**src/rtl/nco_quad.sv**
```systemverilog
// nco_quad: quadrature NCO that addresses an external 1024 x 18 dual-port
// half-sine ROM (2-cycle read latency) and applies the half-wave sign bit.
// Sine comes from ROM port A, cosine from port B.
// The fixed latency is 3 clocks from an enabled edge to the matching valid edge.
module nco_quad #(
  parameter int PW = 32
) (
  input  logic                clk,
  input  logic                rst_n,
  input  logic                en,
  input  logic                sync,
  input  logic [PW-1:0]       freq,
  input  logic [PW-1:0]       phase_ofs,
  output logic [9:0]          rom_aa,
  output logic [9:0]          rom_ab,
  input  logic [17:0]         rom_da,
  input  logic [17:0]         rom_db,
  output logic signed [18:0]  sin_out,
  output logic signed [18:0]  cos_out,
  output logic                valid
);

  // A quarter turn of phase. It is added so that port B reads cosine.
  localparam logic [PW-1:0] QUARTER = {2'b01, {(PW-2){1'b0}}};

  // Turns the unsigned ROM magnitude into a signed sample. Negating 0 gives 0.
  // The 19-bit result always holds +/-262143, so no saturation is needed.
  function automatic logic signed [18:0] apply_sign(input logic sgn,
                                                    input logic [17:0] mag);
    logic signed [18:0] m;
    m = signed'({1'b0, mag});
    return sgn ? -m : m;
  endfunction

  logic [PW-1:0]      acc_q, acc_d;
  logic [PW-1:0]      phase_p0;
  logic [PW-1:0]      quad_p0;
  logic [9:0]         rom_aa_q, rom_aa_d;
  logic [9:0]         rom_ab_q, rom_ab_d;
  logic               sgn_s_p1_q, sgn_s_p1_d;
  logic               sgn_c_p1_q, sgn_c_p1_d;
  logic               vld_p1_q, vld_p1_d;
  logic               sgn_s_p2_q, sgn_c_p2_q, vld_p2_q;
  logic               sgn_s_p3_q, sgn_c_p3_q, vld_p3_q;
  logic signed [18:0] sin_q, sin_d;
  logic signed [18:0] cos_q, cos_d;
  logic               valid_q, valid_d;

  // Stage 0: build the lookup phase from the accumulator value before it is incremented.
  assign phase_p0 = acc_q + phase_ofs;
  assign quad_p0  = phase_p0 + QUARTER;

  // Next state for the accumulator and stage 1. Sync overrides en.
  // While en is low, the ROM addresses keep their previous value.
  always_comb begin
    acc_d      = acc_q;
    rom_aa_d   = rom_aa_q;
    rom_ab_d   = rom_ab_q;
    sgn_s_p1_d = sgn_s_p1_q;
    sgn_c_p1_d = sgn_c_p1_q;
    vld_p1_d   = 1'b0;
    if (sync) begin
      acc_d = '0;
    end else if (en) begin
      acc_d      = acc_q + freq;
      rom_aa_d   = phase_p0[PW-2 -: 10];
      rom_ab_d   = quad_p0[PW-2 -: 10];
      sgn_s_p1_d = phase_p0[PW-1];
      sgn_c_p1_d = quad_p0[PW-1];
      vld_p1_d   = 1'b1;
    end
  end

  // Stage 1 registers: the accumulator, the ROM addresses and the first sign/valid bits.
  always_ff @(posedge clk or negedge rst_n) begin
    if (!rst_n) begin
      acc_q      <= '0;
      rom_aa_q   <= '0;
      rom_ab_q   <= '0;
      sgn_s_p1_q <= 1'b0;
      sgn_c_p1_q <= 1'b0;
      vld_p1_q   <= 1'b0;
    end else begin
      acc_q      <= acc_d;
      rom_aa_q   <= rom_aa_d;
      rom_ab_q   <= rom_ab_d;
      sgn_s_p1_q <= sgn_s_p1_d;
      sgn_c_p1_q <= sgn_c_p1_d;
      vld_p1_q   <= vld_p1_d;
    end
  end

  // Stages 2-3: the sign and valid bits move in step with the ROM's two read stages.
  always_ff @(posedge clk or negedge rst_n) begin
    if (!rst_n) begin
      sgn_s_p2_q <= 1'b0;
      sgn_c_p2_q <= 1'b0;
      vld_p2_q   <= 1'b0;
      sgn_s_p3_q <= 1'b0;
      sgn_c_p3_q <= 1'b0;
      vld_p3_q   <= 1'b0;
    end else begin
      sgn_s_p2_q <= sgn_s_p1_q;
      sgn_c_p2_q <= sgn_c_p1_q;
      vld_p2_q   <= vld_p1_q;
      sgn_s_p3_q <= sgn_s_p2_q;
      sgn_c_p3_q <= sgn_c_p2_q;
      vld_p3_q   <= vld_p2_q;
    end
  end

  // Stage 4: sign the ROM data when a sample arrives; otherwise keep the last sample.
  always_comb begin
    sin_d   = sin_q;
    cos_d   = cos_q;
    valid_d = vld_p3_q;
    if (vld_p3_q) begin
      sin_d = apply_sign(sgn_s_p3_q, rom_da);
      cos_d = apply_sign(sgn_c_p3_q, rom_db);
    end
  end

  // Output registers. Reset clears them at once, which drops valid in the middle of a stream.
  always_ff @(posedge clk or negedge rst_n) begin
    if (!rst_n) begin
      sin_q   <= '0;
      cos_q   <= '0;
      valid_q <= 1'b0;
    end else begin
      sin_q   <= sin_d;
      cos_q   <= cos_d;
      valid_q <= valid_d;
    end
  end

  assign rom_aa  = rom_aa_q;
  assign rom_ab  = rom_ab_q;
  assign sin_out = sin_q;
  assign cos_out = cos_q;
  assign valid   = valid_q;

endmodule

```
**config.mk**
```make
export PLATFORM = sky130hd
export DESIGN_NAME = nco_quad
export DESIGN_NICKNAME = d
export VERILOG_FILES = /design/src/rtl/nco_quad.sv
export SDC_FILE = /design/constraint.sdc
export NUM_CORES = 1
export LEC_CHECK = 0
export CAP_MARGIN = 40
export CORE_ASPECT_RATIO = 1.75
export CORE_MARGIN = 4
export CORE_UTILIZATION = 35
export DETAILED_ROUTE_END_ITERATION = 10
export PLACE_DENSITY_LB_ADDON = 0.2
export SETUP_SLACK_MARGIN = 0.4
export SKIP_CTS_REPAIR_TIMING = 1
export SLEW_MARGIN = 20
export SYNTH_ARGS = -nofsm -noshare
export SYNTH_HDL_FRONTEND = slang
export SYNTH_SLANG_ARGS = --single-unit
```
**constraint.sdc**
```tcl
create_clock -name clk -period 7.15 [get_ports clk]
set_input_delay 2.145 -clock clk [delete_from_list [all_inputs] [get_ports clk]]
set_output_delay 2.145 -clock clk [all_outputs]
set_load 0.005 [all_outputs]
```
==> results_dict.tcl, run 1 <==
set metrics [dict create \
    yosysWarnings 0 \
    status "finished, final reports clean" \
    globalplace.congestion 0.902 \
    fin_util_pct 47.1 \
    drv_cap 0 \
    switchingPower_mw 0.812 \
    grt_max_degree 55 \
    hold_viol 0 \
    grt.overflow.total 0 \
    fp.dieArea_mm2 0.0221 \
    yosysUniqueCellTypes 65 \
    vias_per_cell 5.41 \
    relSlewSlack_pct 53.4 \
    critPathMaxStageDelay_ns 0.46 \
    drc_errors 0 \
    dp_hpwl_um 16700 \
    p_leak_nw 4.03 \
    fin_nets 1096 \
    port-buffer-count 162 \
    p_seq_share_pct 32.4 \
    synth_compound_area_share_pct 21.9 \
    synthArstFlopShare_pct 100 \
    synth.yosys.seq_area_share_pct 33.0 \
    dr_wl_met3_um 935 \
    crit_type "in -> reg" \
    wl_met2_um 11500 \
    clk_path_buf_depth 2 \
    cp.required_ns 7.43 \
    grt_pass1_wl_um 32300 \
    antenna_found_initial 1 \
    ir_worst_vdd_v 0.000137 \
    post_drt_wl_per_cell_um 17.7 \
    dieHeight_um 194 \
    ios 163 \
    synth_flop_cell "dfrtp_1" \
    synth_top_family_by_area "compound AO/OA/AOI/OAI gates" \
    synth-xor-area-share_pct 7.75 \
    drt-total-wl_um 20800 \
    critPathBufInv 2 \
    drive_above_1_share_pct 5.36 \
    clkPwrFrac_pct 23.6 \
    crit_chain "clkdlybuf4s50_1 -> ha_1 -> inv_1 -> fa_1 -> nor2b_1 -> o31a_1 -> o221ai_1 -> a21oi_1 -> a41oi_1 -> o21ai_0 -> a311oi_1 -> xor2_1 -> o21ai_0" \
    holdWs_ns 0.348 \
    setup-violations-final 0 \
    synth_nets 954 \
    clock-root-buffer "clkbuf_16" \
    dp_cells 1158 \
    timing.fmax_ghz 0.196 \
    final_common_cell "clkdlybuf4s50_1" \
    netlist_area_mm2 0.00690 \
    htreeDepth 3 \
    crit_arrival_ns 5.39 \
    cts_tree "built" \
    switching_share_pct 34.3 \
    final_max_slew_viol_count 0 \
    power_density_mw_per_mm2 261 \
    finalSetupTns_ns 0 \
    synth_fa_ha_area_share_pct 11.7 \
    synthSimpleGateAreaFrac_pct 17.3 \
    crit_family "compound AO/OA/AOI/OAI gates" \
    rows 67 \
    grt_use_total_pct 18.6 \
    avgSynthCellArea_um2 8.78 \
    drt_pass1_iterations 5 \
    period_minus_slack_ns 5.10 \
    synth_cells 786 \
    first_global_vias 6331 \
    worstMarginPinSlew_ns 0.690 \
    synthMuxAreaShare_pct 4.61 \
    finalCritPeriodShare_pct 71.4 \
    die_w_um 114 \
    skew_ns 0.00992 \
    drtIter0Drc 301 \
    n_fill_cell 1912 \
    start_util_pct 35.8 \
    synth_edf_count 0 \
    end_kind "register" \
    critical_path.max_fanout 4 \
    wl_met1_um 7590 \
    pwr-share-comb_pct 44.0 \
    mostFrequentLayoutCells "clkdlybuf4s50_1 (161), dfrtp_1 (90), nor2_1 (76), a21oi_1 (70), ha_1 (63)" \
    clock_latency_ns 0.36 \
    slowest_stage "clkdlybuf4s50_1" \
    cp-start-kind "input port" \
    path_common_cell "o21ai_0" \
    core_mm2 0.0193 \
    topRoutingLayerUsed "met4" \
    syn_to_final_growth_pct 31.8 \
    finalNonFillerCells 1175 \
    cts_buffers 9 \
    cts.sinks 91 \
    drt.antenna.violating_nets 0 \
    p_int_mw 1.56 \
    dr_total_vias 6362 \
    clk_pin_slew_worst_paths_ns 0.07 \
    ys_seq_elements 91 \
    rsz0062_at_grt "no" \
    hp-class "reg -> reg" \
]
==> per-layer routing <==
layer	vias to the layer above	global-route usage (%)
met4	0	8.98
met5	-	0
li1	3165	-
met3	44	2.94
met1	2982	18.7
met2	171	35.9
==> power by group through the flow <==
stage	Sequential [mW]	Clock, mW	Combinational [mW]
floorplan	0.738	0	0.634
global placement	0.778	0	1.04
detailed placement	0.782	0	1.05
CTS	0.772	0.576	1.06
global route	0.789	0.595	1.16
finish	0.768	0.559	1.04
==> cell usage after synthesis (9+ instances only) <==
cell	instances	area, µm²
a211oi_1	13	97.6
a21oi_1	70	350
ha_1	63	788
o31ai_1	9	67.6
nand2_1	61	229
xor2_1	37	324
o21a_1	10	75.1
o21ai_0	54	270
nand3_1	19	95.1
buf_4	9	67.6
a21o_1	28	210
mux2i_1	16	160
inv_1	21	78.8
mux2_2	14	158
clkbuf_1	27	101
dfrtp_1	91	2280
xnor2_1	24	210
nor2_1	76	285
nor3_1	16	80.1
nand4_1	10	62.6
==> cell families after synthesis <==
kind of cell             after synthesis
AO/OA/AOI/OAI                        236
adder cells (fa/ha/maj)               64
XOR/XNOR                              61
AND/OR/NAND/NOR                      244
multiplexers                          30
buffers and inverters                 60
flip-flops                            91
==> final timing paths <==
check                      cells after the start         to  slack, ns     start
min in group asynchronous                      1  rom_aa[4]       1.68     rst_n
hold / removal                                 0   vld_p2_q       0.35  vld_p1_q
setup reg to reg                              12  acc_q[28]       3.91  acc_q[0]
setup / recovery                              13  acc_q[28]       2.05   freq[0]
hold reg to reg                                0   vld_p2_q       0.35  vld_p1_q
max in group asynchronous                      3   acc_q[0]       4.56     rst_n
==> area by class of cell <==
cell class / count / area [µm²] / area share (%)
tap: 241 / 302 / 3.32
timing repair buffer: 169 / 1720 / 18.9
inverter: 22 / 82.6 / 0.909
clock inverter: 5 / 100 / 1.10
clock buffer: 11 / 243 / 2.67
multi-input combinational: 635 / 4360 / 48.0
antenna: 1 / 2.50 / 0.0275
sequential: 91 / 2280 / 25.1
==> sequential cells by signal, indices dropped and copies added (netlist names), 10 cells and up <==
signal   count
acc_q       32
cos_out     19
rom_aa      10
sin_out     19
==> per-stage QoR <==
stage | cell area (µm²) | setup WS, ns | total power [mW]
4_1_cts | 9090 | 2.09 | 2.40
3_3_place_gp | 8670 | 1.74 | 1.82
3_5_place_dp | 8740 | 1.71 | 1.83
5_1_grt | 9090 | 1.83 | 2.54
2_1_floorplan | 6900 | 2.66 | 1.37
6_report | 9090 | 2.05 | 2.37
(Power assumes the default switching activity.)
==> inputs of run 2 (changes only) <==
==> constraint.sdc (replaced) <==
create_clock -name clk -period 4.7 [get_ports clk]
set_input_delay 1.41 -clock clk [delete_from_list [all_inputs] [get_ports clk]]
set_output_delay 1.41 -clock clk [all_outputs]
set_load 0.005 [all_outputs]
==> run 2 against run 1 <==
Net effect: total power is 49% higher; sequential cell count did not move; clock skew hardly changed; largest cell class unchanged; setup slack worse by 1.4 ns; die area unchanged; cell count up 0.68%; global-route usage is 0.26 points higher; non-clock buffer count increased by 8.
==> results_dict.tcl, run 2 (same netlist as run 1, synthesis figures left out) <==
set metrics [dict create \
    status "finished, final reports clean" \
    drive_above_1_share_pct 6.59 \
    worst_slack_ns 0.641 \
    critPathMaxStageDelay_ns 0.44 \
    top_register "acc_q" \
    rows 67 \
    port-buffer-count 162 \
    path_common_cell "a21o_1" \
    finalSetupTns_ns 0 \
    finalNonFillerCells 1183 \
    mostFrequentLayoutCells "clkdlybuf4s50_1 (161), dfrtp_1 (90), nor2_1 (76), a21oi_1 (70), ha_1 (63)" \
    antenna_found_initial 1 \
    grt_use_total_pct 18.9 \
    ir_worst_vdd_v 0.000228 \
    cts_tree "built" \
    timing.fmax_ghz 0.246 \
    p_leak_nw 4.03 \
    critical_path_depth 11 \
    fin_nets 1104 \
    rr_worst_depth 12 \
    crit_family "compound AO/OA/AOI/OAI gates" \
    power_density_mw_per_mm2 386 \
    period_minus_slack_ns 4.06 \
    relSlewSlack_pct 54.5 \
    fp.dieArea_mm2 0.0221 \
    dieHeight_um 194 \
    clock-root-buffer "clkbuf_16" \
    cp-start-kind "input port" \
    reg2reg_slack_ns 1.66 \
    globalplace.congestion 0.877 \
    drt.antenna.violating_nets 0 \
    clk_pin_slew_worst_paths_ns 0.07 \
    critical_path.max_fanout 6 \
    first_global_vias 6491 \
    final_max_slew_viol_count 0 \
    crit_type "in -> reg" \
    drtIter0Drc 255 \
    dp_slack_ns 0.203 \
    power.total_mw 3.52 \
    rsz0062_at_grt "yes" \
    crit_chain "clkdlybuf4s50_1 -> ha_1 -> a21o_1 -> a21o_1 -> a2111oi_0 -> nand3_1 -> a21boi_1 -> o21ai_0 -> o211a_1 -> o221ai_1 -> mux2_2" \
    hold_viol 0 \
    dp_hpwl_um 16800 \
    cts.sinks 91 \
    worstMarginPinSlew_ns 0.683 \
    skew_ns 0.0101 \
    hp-class "reg -> reg" \
    min_delay_path_depth 0 \
    drt_pass1_iterations 4 \
    grt.overflow.total 0 \
    drt-total-wl_um 20900 \
    post_drt_wl_per_cell_um 17.7 \
    critPathBufInv 1 \
    ios 163 \
    crit_end "acc_q[31]" \
    setup-violations-final 0 \
    cp.required_ns 4.95 \
    finalCritPeriodShare_pct 86.4 \
    end_kind "register" \
    largest_register_ffs 32 \
    syn_to_final_growth_pct 32.2 \
    holdWs_ns 0.348 \
    htreeDepth 3 \
    dr_total_vias 6353 \
    drc_errors 0 \
    rr_endpoint "rom_aa[2]" \
    clock_latency_ns 0.36 \
    drv_cap 0 \
    cts_buffers 9 \
    clk_path_buf_depth 2 \
    worstSetupStartpoint "freq[20]" \
    core_mm2 0.0193 \
    crit_arrival_ns 4.31 \
    grt_max_degree 57 \
    dp_cells 1165 \
    start_util_pct 35.8 \
    final_common_cell "clkdlybuf4s50_1" \
    grt_pass1_wl_um 32900 \
    slowest_stage "clkdlybuf4s50_1" \
    die_w_um 114 \
    vias_per_cell 5.37 \
    r2r_start "acc_q[1]" \
]
-- run 2: worst min-delay path by stage --
stage | start | end
6_report | vld_p2_q | valid_d
5_1_grt | vld_p2_q | valid_d
4_1_cts | vld_p2_q | valid_d
3_5_place_dp | vld_p2_q | valid_d
3_3_place_gp | vld_p2_q | valid_d
2_1_floorplan | sgn_c_p2_q | sgn_c_p3_q
-- run 2: routing by layer --
| layer | GRT usage, % | vias to the layer above | part of all wire, % |
|---|---|---|---|
| met2 | 35.7 | 167 | 55 |
| met4 | 10.6 | 0 | 5.4 |
| met3 | 3.12 | 53 | 4.4 |
| met5 | 0 | - | 0 |
| met1 | 18.9 | 2966 | 36 |
| li1 | - | 3167 | - |
-- run 2: area by class of cell --
class | count | area, µm²
fillers | 1869 | 10200
clock inverters | 6 | 65.1
diodes | 1 | 2.50
flip-flops and latches | 91 | 2280
inverters | 22 | 82.6
repair buffers | 177 | 1760
clock buffers | 10 | 239
multi-input cells | 635 | 4390
well taps | 241 | 302
-- run 2: report_power, final --
part / total [mW] / switching, mW / internal [mW]
registers: 1.16 / 0.177 / 0.988
logic: 1.60 / 0.743 / 0.859
clock network: 0.756 / 0.330 / 0.426
-- run 2: per-stage QoR --
stage / util [%] / cell area [µm²]
6_report: 47.3 / 9120
5_1_grt: 47.3 / 9120
4_1_cts: 47.1 / 9070
3_5_place_dp: 45.5 / 8770
3_3_place_gp: 45.3 / 8740
2_1_floorplan: - / 6900
